[src/rtl/rad_monitor_record_packer.sv]
// rad_monitor_record_packer: packs FIFO bytes into 3/5-byte monitor records and tracks the module address sequence.
// Defining RAD_PACKER_CHANGE_FILTER_EN drops records whose counters repeat the last forwarded value for that module.
module rad_monitor_record_packer #(
   parameter int G_MODULES_CONNECTED   = 5,
   parameter int G_ADDITIONAL_MISMATCH = 1
) (
   input  logic        clk_i,
   input  logic        rst_n_i,
   input  logic        fifo_empty_i,
   output logic        fifo_read_o,
   input  logic [7:0]  fifo_data_i,
   output logic        rec_valid_o,
   input  logic        rec_ready_i,
   output logic [39:0] rec_data_o,
   output logic        sync_error_o,
   output logic [15:0] sync_error_cnt_o
);
   localparam logic [7:0] NMOD = 8'(G_MODULES_CONNECTED);
   localparam bit TWO_MM = G_ADDITIONAL_MISMATCH != 0;
   typedef enum logic [2:0] {ADDR, VALUE, CNT, VALUE2, CNT2, OUT} state_t;
   state_t state;
   logic [1:0] rst_sync;
   logic rst_n, locked, coll, addr_ok, last_byte, drop;
   logic [7:0] expected_module, cur_mod, next_mod;
   always_ff @(posedge clk_i or negedge rst_n_i)
      if (!rst_n_i) rst_sync <= 2'b00;
      else rst_sync <= {rst_sync[0], 1'b1};
   assign rst_n = rst_sync[1];
   assign coll = state inside {ADDR, VALUE, CNT, VALUE2, CNT2};
   assign fifo_read_o = rst_n && coll && !fifo_empty_i;
   assign addr_ok = locked ? fifo_data_i == expected_module : fifo_data_i < NMOD;
   assign last_byte = state == CNT2 || (state == CNT && !TWO_MM);
   // the module byte lives in rec_data_o from the moment the address is accepted
   assign cur_mod = rec_data_o[39:32];
   assign next_mod = cur_mod == NMOD - 8'd1 ? 8'd0 : cur_mod + 8'd1;
`ifdef RAD_PACKER_CHANGE_FILTER_EN
   localparam int MW = G_MODULES_CONNECTED > 1 ? $clog2(G_MODULES_CONNECTED) : 1;
   logic [15:0] last_val [2**MW];
   logic [2**MW-1:0] seen;
   logic [MW-1:0] idx;
   logic [15:0] key;
   assign idx = cur_mod[MW-1:0];
   assign key = state == CNT2 ? {rec_data_o[23:16], fifo_data_i} : {fifo_data_i, 8'h00};
   assign drop = seen[idx] && last_val[idx] == key;
`else
   assign drop = 1'b0;
`endif
   always_ff @(posedge clk_i or negedge rst_n)
      if (!rst_n) begin
         state            <= ADDR;
         locked           <= 1'b0;
         expected_module  <= 8'd0;
         rec_valid_o      <= 1'b0;
         rec_data_o       <= 40'd0;
         sync_error_o     <= 1'b0;
         sync_error_cnt_o <= 16'd0;
`ifdef RAD_PACKER_CHANGE_FILTER_EN
         seen <= '0;
         for (int i = 0; i < 2**MW; i++) last_val[i] <= 16'd0;
`endif
      end else begin
         sync_error_o <= 1'b0;
         if (fifo_read_o && last_byte) begin
            locked          <= 1'b1;
            expected_module <= next_mod;
            rec_valid_o     <= !drop;
            state           <= drop ? ADDR : OUT;
         end
         case (state)
            ADDR: if (fifo_read_o) begin
               if (addr_ok) begin
                  rec_data_o[39:32] <= fifo_data_i;
                  state             <= VALUE;
               end else begin
                  locked       <= 1'b0;
                  sync_error_o <= 1'b1;
                  if (sync_error_cnt_o != 16'hFFFF) sync_error_cnt_o <= sync_error_cnt_o + 16'd1;
               end
            end
            VALUE: if (fifo_read_o) begin
               rec_data_o[31:24] <= fifo_data_i;
               state             <= CNT;
            end
            CNT: if (fifo_read_o) begin
               rec_data_o[23:16] <= fifo_data_i;
               if (TWO_MM) state <= VALUE2;
            end
            VALUE2: if (fifo_read_o) begin
               rec_data_o[15:8] <= fifo_data_i;
               state            <= CNT2;
            end
            CNT2: if (fifo_read_o) rec_data_o[7:0] <= fifo_data_i;
            OUT: if (rec_ready_i) begin
               rec_valid_o <= 1'b0;
               state       <= ADDR;
`ifdef RAD_PACKER_CHANGE_FILTER_EN
               seen[idx]     <= 1'b1;
               last_val[idx] <= {rec_data_o[23:16], rec_data_o[7:0]};
`endif
            end
            default: begin
               state       <= ADDR;
               locked      <= 1'b0;
               rec_valid_o <= 1'b0;
            end
         endcase
      end
endmodule

[config.mk]
export PLATFORM = sky130hd
export DESIGN_NAME = rad_monitor_record_packer
export DESIGN_NICKNAME = d
export VERILOG_FILES = /design/src/rtl/rad_monitor_record_packer.sv
export SDC_FILE = /design/constraint.sdc
export NUM_CORES = 1
export LEC_CHECK = 0
export ABC_AREA = 1
export ABC_CLOCK_PERIOD_IN_PS = 9300
export CAP_MARGIN = 20
export CORE_UTILIZATION = 55
export CTS_CLUSTER_SIZE = 24
export DETAILED_ROUTE_END_ITERATION = 7
export PLACE_DENSITY = 0.85
export SYNTH_ARGS = -nofsm -noshare
export SYNTH_HDL_FRONTEND = slang
export SYNTH_SLANG_ARGS = --single-unit
[constraint.sdc]
create_clock -name clk_i -period 9.3 [get_ports clk_i]
set_input_delay 1.86 -clock clk_i [delete_from_list [all_inputs] [get_ports clk_i]]
set_output_delay 1.86 -clock clk_i [all_outputs]
set_load 0.02 [all_outputs]
Word level (Yosys, flattened, before mapping)
Index checks and enable logic that the tools add are counted.
- add/sub/neg operators: 2
- order comparisons: 1
- equal/unequal tests: 8
- multiplexer cells: 20
- bitwise gates (word level): 1
- reduce and logical (&&, ||, !) cells: 14
- operator list (kind ; count):
    $mux W3 ; 7
    $pmux W3 S6 ; 1
    $add A16 B1 Y16 const B ; 1
    $ne A16 B16 Y1 const B ; 1
    $reduce_or A5 Y1 ; 2
    $mux W1 ; 9
    $add A8 B1 Y8 const B ; 1
    $eq A8 B3 Y1 const B ; 1
    $eq A8 B8 Y1 ; 1
    $lt A8 B3 Y1 const B ; 1
    $mux W8 ; 1
    $reduce_and A2 Y1 ; 4
    $eq A3 B2 Y1 const B ; 2
    $eq A3 B3 Y1 const B ; 2
    $reduce_bool A5 Y1 ; 1
    $pmux W1 S2 ; 2
    $reduce_and A4 Y1 ; 1
    $eq A3 B1 Y1 const B ; 1
    $logic_and A1 B1 Y1 ; 3
    $logic_not A3 Y1 ; 1
    $reduce_and A3 Y1 ; 1
    $logic_not A1 Y1 ; 1
    $not A1 Y1 ; 1
- register bits: 72
- input port bits: 12
- output and inout bits: 59
- logic and storage cells: 58

Depth between registers and ports, before layout
Gate-level depths: netlist of run 1.
- depth after elaboration: 9
- depth in mapped cells: 12
- mapped depth without buffers: 11

Worst setup path before layout of run 1
Ideal clock, no wire load.
- path kind: reg2out
- start: register rst_sync[1]
- end: output fifo_read_o
- data arrival time: 2.466 ns
- slack: 4.974 ns
- cell stages (with the launch flop): 5
- buffers on the path: 0
- path through: dfrtp_1 > inv_1 > nor2_1 > nand2_2 > inv_1
- longest elaborated chain between the ends: 2
- RTL lines (item ; line ; text):
    start: declaration ; 22 ; logic [1:0] rst_sync;
    start signal: assignment ; 27 ; else rst_sync <= {rst_sync[0], 1'b1};
    $logic_and A1 B1 Y1 (2 in a row) ; 30 ; assign fifo_read_o = rst_n && coll && !fifo_empty_i;
    end: declaration ; 10 ; output logic fifo_read_o,
No other way between the ends.

Worst setup path after layout of run 1
- start: input fifo_empty_i
- end: output fifo_read_o
- longest elaborated chain between the ends: 2
- RTL lines (item ; line ; text):
    start: declaration ; 9 ; input logic fifo_empty_i,
    $logic_not A1 Y1 ; 30 ;
    $logic_and A1 B1 Y1 ; 30 ;
No other way between the ends.

==> metrics.md, run 1 <==
| Metric | Value |
|---|---|
| Status | finished clean |
| Hold Crit Class | flop to flop |
| Initial Util | between 50% and 60% |
| Layout cell share with drive strength beyond 1 | 8.15% |
| Final HPWL DP | ~5.8 mm |
| ANT nets after route | 0 |
| Slew @ Worst Pin | 0.886 ns |
| Critical Path Most Common Cell | clkdlybuf4s50_1 |
| H-tree depth | 3 |
| Worst Clk Skew | 0.0103 ns |
| Row cnt | 28 |
| DRC Markers | 0 |
| Largest net degree at the start of global routing | 72 |
| Pwr Density | roughly 270 nW/um^2 |
| Fmax | approximately 190 MHz |
| Final setup violation count | 0 |
| Antenna violations before repair | 0 |
| Leak | 2.10 nW |
| Worst slew margin | approximately 41% |
| Cts hold-fix bufs | 0 |
| DRT iter0 DRCs | 376 |
| Worst Path Max Fanout | 5 |
| Post-CTS sizing | 0 |
| WP buf/inv | 3 |
| Critical Path, Cell by Cell | clkdlybuf4s50_1 > nor2_1 > nand2_2 > inv_1 > clkdlybuf4s50_1 |
| Multi-input logic area | 1470 sq um |
| IR drop worst, VDD | 0.000186 V |
| Max Slew Vio Count | 0 |
| Register area | 1800 sq um |
| CP arrival | 3.39 ns |
| Synth Cell Area | 3500 sq um |
| Largest delay share family, worst path | buffers and inverters |
| Die ar. | 6680 sq um |
| Yosys reg bits | 72 |
| Tmin final | 5.25 ns |
| Slowest cell delay on critical path | around 0.60 ns |
| N_diodes | 0 |
| Vias in the first global route | 2963 |
| Post-CTS setup buffer count | 0 |
| Worst setup SP type | input pin |
| Final WS setup | 4.05 ns |
| Avg Inst Size Synth | roughly 8.2 sq um |
| I/O Buffers | 70 |
| Layout area overhead | 27.5% |
| Area after DPL | 4230 sq um |
| Setup TNS | 0 ns |
| Filler Cell Count | 461 |
| Clk Latency, worst-skew pair | ~0.35 ns |
| Place WS | 4.08 ns |
| Syn_nets | 444 |
| Register area share after synthesis | 51.5% |
| Synth Instances | 429 |
| First-pass iteration count of the detailed router | 5 |
| DR vias | 3167 |
| # clock sinks | about 70 |
| Global Route Usage Sum | 27.9% |
| DR vias/cell | 5.48 |
| TritonCTS buffer count | 9 |
| First-pass GRT wire length | 13.8 mm |
| Synthesis Warnings | 0 |
| Path type of the worst setup path | input pin to output pin |
| Clock transition at path regs | 0.08 ns |
| CTS root buffer | clkbuf_8 |
| Die height | 81.8 um |
| GRT overflow | 0 |
| Fin crit share | 56.5% |
| Io pins | between 70 and 80 |
| DRT Wirelength | 8.52 mm |
| Die X | 81.8 um |
| Maximum clock path buffer count | 2 |
| Crit end category | output pin |
| MaxCap Viol Count | 0 |
| GPL Wtd Cong | 0.930 |
| CP max stage cell | clkdlybuf4s50_1 |
| Final hold vios | 0 |
| Netlist cell types | 30 |
| Core Box Area | 6030 sq um |
| Nets | 513 |
| CTS tree | built |
| Finished Cell Area | 4460 sq um |
| Wirelength per Cell | 14.7 um |
| Worst path required time | 7.44 ns |
| RSZ-0062 raised after global routing | false |
-- kinds of logic after synthesis --
| kind of cell | share of synthesized area [%] |
|---|---|
| and+or+nand+nor | 28.8 |
| buffers and inverters | 6.51 |
| other | 0.107 |
| xor gates and xnor gates | 4.01 |
| adders and majority gates | 1.07 |
| DFF | 51.5 |
| AOI/OAI and AO/OA | 8.05 |
-- state kept, by name, indices dropped and copies added, names as in the netlist --
name / cells
locked: 1
sync_error_cnt_o: 16
expected_module: 8
state: 3
rec_valid_o: 1
sync_error_o: 1
rec_data_o: 40
rst_sync: 2
-- per-layer routing --
metal	part of all wire [%]	vias to the layer above	global-route usage, %
li1	-	1523	-
met1	44	1500	39.0
met2	47	131	43.6
met3	6.6	13	4.11
met4	1.8	0	11.4
met5	0	-	0
-- synthesized netlist by cell type --
cell type | instances | area, sq um
a21oi_1 | 2 | 10.0
a22oi_1 | 1 | 7.51
a31oi_1 | 1 | 6.26
and2_1 | 1 | 6.26
buf_1 | 1 | 3.75
buf_2 | 5 | 25.0
buf_6 | 2 | 22.5
clkbuf_1 | 5 | 18.8
conb_1 | 1 | 3.75
dfrtp_1 | 72 | 1800
ha_1 | 3 | 37.5
inv_1 | 33 | 124
inv_2 | 9 | 33.8
nand2_1 | 140 | 526
nand2_2 | 5 | 31.3
nand3_1 | 15 | 75.1
nand3_2 | 2 | 20.0
nand4_1 | 21 | 131
nand4_4 | 1 | 21.3
nor2_1 | 31 | 116
nor2_2 | 4 | 25.0
nor2_4 | 2 | 22.5
nor3_1 | 5 | 25.0
nor4_1 | 1 | 6.26
o21ai_0 | 33 | 165
o21ai_1 | 12 | 60.1
o21bai_1 | 1 | 7.51
o22ai_1 | 4 | 25.0
xnor2_1 | 9 | 78.8
xor2_1 | 7 | 61.3
-- stage by stage --
step / hold WS [ns] / cells / utilization [%] / power, mW
2_1_floorplan: 0.331 / 429 / - / 0.721
3_3_place_gp: 0.342 / 562 / 70.2 / 0.904
3_5_place_dp: 0.347 / 562 / 70.2 / 0.920
4_1_cts: 0.364 / 578 / 74.0 / 1.20
5_1_grt: 0.368 / 578 / 74.0 / 1.26
6_report: 0.361 / 578 / 74.0 / 1.20
-- cell usage in the layout (no fill, tap or decap) --
| cell | instances |
|---|---|
| clkinv_4 | 2 |
| bufinv_16 | 2 |
| o21bai_1 | 1 |
| nand4_1 | 21 |
| dfrtp_2 | 1 |
| o21ai_1 | 12 |
| nor4_1 | 1 |
| nand4_4 | 1 |
| conb_1 | 1 |
| inv_6 | 1 |
| clkbuf_8 | 10 |
| nor2_1 | 31 |
| nand2_1 | 140 |
| o22ai_1 | 4 |
| nand3_2 | 2 |
| inv_2 | 9 |
| nand2_2 | 5 |
| a22oi_1 | 1 |
| xnor2_1 | 9 |
| a31oi_1 | 1 |
| a21oi_1 | 2 |
| xor2_1 | 7 |
| nor2_4 | 2 |
| ha_1 | 3 |
| dfrtp_1 | 71 |
| o21ai_0 | 33 |
| inv_1 | 33 |
| clkdlybuf4s50_1 | 70 |
| nor3_1 | 5 |
| and2_1 | 1 |
| clkinv_2 | 1 |
| buf_4 | 1 |
| nor2_2 | 4 |
| nand3_1 | 15 |
-- cell type report --
cell class,count,area share (%)
clock buffers,10,3.09
clock inverters,6,2.05
inverters,42,3.53
multi-input cells,302,32.9
flip-flops and latches,72,40.4
well taps,75,2.10
repair buffers,71,15.9
-- final timing paths --
check / startpoint / endpoint / slack [ns] / depth (start not counted)
worst max-delay path: fifo_empty_i / fifo_read_o / 4.05 / 5
worst min register to register: rst_sync[0] / rst_sync[1] / 0.36 / 0
max in group asynchronous: rst_n_i / rst_sync[1] / 7.50 / 1
worst max register to register: rst_sync[1] / locked / 6.20 / 9
min in group asynchronous: rst_sync[1] / sync_error_cnt_o[3] / 0.46 / 1
worst min-delay path: rst_sync[0] / rst_sync[1] / 0.36 / 0
-- where the power goes --
part	switching, mW	leakage [nW]	total (mW)	internal [mW]
Sequential	0.0697	0.948	0.474	0.405
Clock	0.121	0.117	0.281	0.160
Combinational	0.245	1.04	0.443	0.198
(Power assumes the default switching activity.)
==> inputs of run 2 (changes only) <==
ABC_CLOCK_PERIOD_IN_PS = 4600   (was 9300)
CORE_UTILIZATION = 46   (was 55)
PLACE_DENSITY = 0.76   (was 0.85)
clock period = 4.6 ns   (was 9.3 ns; I/O delays follow)
==> metrics.md, run 2 (synthesis gave the netlist of run 1 again) <==
| Metric | Value |
|---|---|
| H-tree depth | 3 |
| Setup TNS | 0 ns |
| Non-Filler Instances | 603 |
| Hold Crit Class | flop to flop |
| Commonest non-fill, non-tap cells in the layout | nand2_1 (140), dfrtp_1 (71), clkdlybuf4s50_1 (70), inv_1 (33), o21ai_0 (33) |
| DR vias/cell | roughly 5.2 |
| Antenna violations before repair | 0 |
| Place WS | between 1 and 1.5 ns |
| Post-CTS setup buffer count | 0 |
| First-pass GRT wire length | between 10 and 15 mm |
| Final core occ | 61.1% |
| CP arrival | 2.40 ns |
| Hold Path Origin | rst_sync[0] |
| Worst Hold Path Cells | 0 |
| TritonCTS buffer count | 9 |
| Fin crit share | between 70% and 80% |
| Io pins | 71 |
| Clock transition at path regs | around 0.080 ns |
| Fmax | 302 MHz |
| First-pass iteration count of the detailed router | 5 |
| DR vias | 3121 |
| DRT iter0 DRCs | 270 |
| Worst Clk Skew | 0.00877 ns |
| Core Box Area | between 7000 and 8000 sq um |
| Worst setup SP type | input pin |
| Vias in the first global route | between 2000 and 3000 |
| Crit path launch | fifo_empty_i |
| Global Route Usage Sum | 22.6% |
| Wirelength per Cell | between 10 and 15 um |
| R2R depth | 8 |
| Worst Path Max Fanout | 5 |
| Row cnt | 31 |
| Status | finished clean |
| Pwr Density | about 520 nW/um^2 |
| Leak | 2.08 nW |
| Initial Util | 48.0% |
| I/O Buffers | 70 |
| Maximum clock path buffer count | 2 |
| N_diodes | 0 |
| Tmin final | about 3.3 ns |
| Die height | 89.2 um |
| Worst path required time | 3.68 ns |
| Commonest non-fill, non-tap cell in the layout | nand2_1 |
| ANT nets after route | 0 |
| Final WS setup | 1.28 ns |
| Hold Path End | rst_sync[1] |
| GPL Wtd Cong | 0.887 |
| Final setup violation count | 0 |
| Largest net degree at the start of global routing | 71 |
| Max Slew Vio Count | 0 |
| CTS tree | built |
| MaxCap Viol Count | 0 |
| Nets | 514 |
| Worst slew margin | 41.1% |
| # clock sinks | ~70 |
| Layout cell share with drive strength beyond 1 | 8.33% |
| Reg-to-reg slack, setup | approximately 2.6 ns |
| Max reg flops | 40 |
| Die ar. | 7960 sq um |
| Largest registers | rec_data_o: 40 flops, sync_error_cnt_o: 16 flops, expected_module: 8 flops |
| Clk Latency, worst-skew pair | 0.35 ns |
| Final hold vios | 0 |
| Worst r2r src | state[1] |
| Path type of the worst setup path | input pin to output pin |
| CTS root buffer | clkbuf_8 |
| DRC Markers | 0 |
| GRT overflow | 0 |
| RSZ-0062 raised after global routing | false |
| Cts hold-fix bufs | 0 |
| Layout area overhead | 27.3% |
| Top reg by flops | rec_data_o |
| Power Total | 2.32 mW |
| Crit end category | output pin |
| Post-CTS sizing | 0 |
| DRT Wirelength | approximately 8.3 mm |
| Die X | 89.2 um |
| FF-to-FF End | sync_error_cnt_o[8] |
| IR drop worst, VDD | 0.000231 V |
| Slew @ Worst Pin | 0.884 ns |
| Final HPWL DP | 5.75 mm |
| Inst Count DP | 587 |
-- run 2: cell count changes in the layout (fill, tap and decap cells not counted) --
cell        before  now
buf_4            1    2
inv_8            0    1
clkinv_2         1    0
inv_6            1    4
clkinv_4         2    0
clkbuf_8        10    9
clkinvlp_4       0    2
bufinv_16        2    0
-- run 2: report_power, final --
group	switching, mW	internal, mW	leakage (nW)	total (mW)
Sequential	0.138	0.817	0.948	0.955
Combinational	0.488	0.401	1.04	0.889
Clock	0.272	0.207	0.0892	0.478
Total	0.897	1.43	2.08	2.32
-- run 2: worst max-delay path, stage by stage --
cell             delay (ns)
clkdlybuf4s50_1        0.40
nor2_1                 0.24
nand2_2                0.15
inv_1                  0.08
clkdlybuf4s50_1        0.60
-- run 2: final cells by class --
class	instances	area [sq um]
flip-flops and latches	72	1800
well taps	99	124
fillers	684	2840
repair buffers	72	716
multi-input cells	302	1470
clock buffers	9	124
clock inverters	7	61.3
inverters	42	158
-- run 2: worst max-delay path by stage --
stage / to / cells after the start / slack (ns)
floorplan: fifo_read_o / 4 / 1.21
global placement: fifo_read_o / 5 / 1.31
detailed placement: fifo_read_o / 5 / 1.30
CTS: fifo_read_o / 5 / 1.29
global route: fifo_read_o / 5 / 1.18
finish: fifo_read_o / 5 / 1.28
-- run 2: metal layers --
layer  global-route usage [%]  part of all wire, %  vias up
li1                         -                    -     1520
met1                     32.6                   46     1488
met2                     33.7                   46      101
met3                     4.62                  6.3       12
met4                     8.66                  1.6        0
met5                        0                    0        -
-- run 2: metrics by stage --
step / hold slack, ns / cell area (sq um)
2_1_floorplan: 0.331 / 3500
3_3_place_gp: 0.331 / 4270
3_5_place_dp: 0.336 / 4270
4_1_cts: 0.355 / 4450
5_1_grt: 0.372 / 4450
6_report: 0.353 / 4450
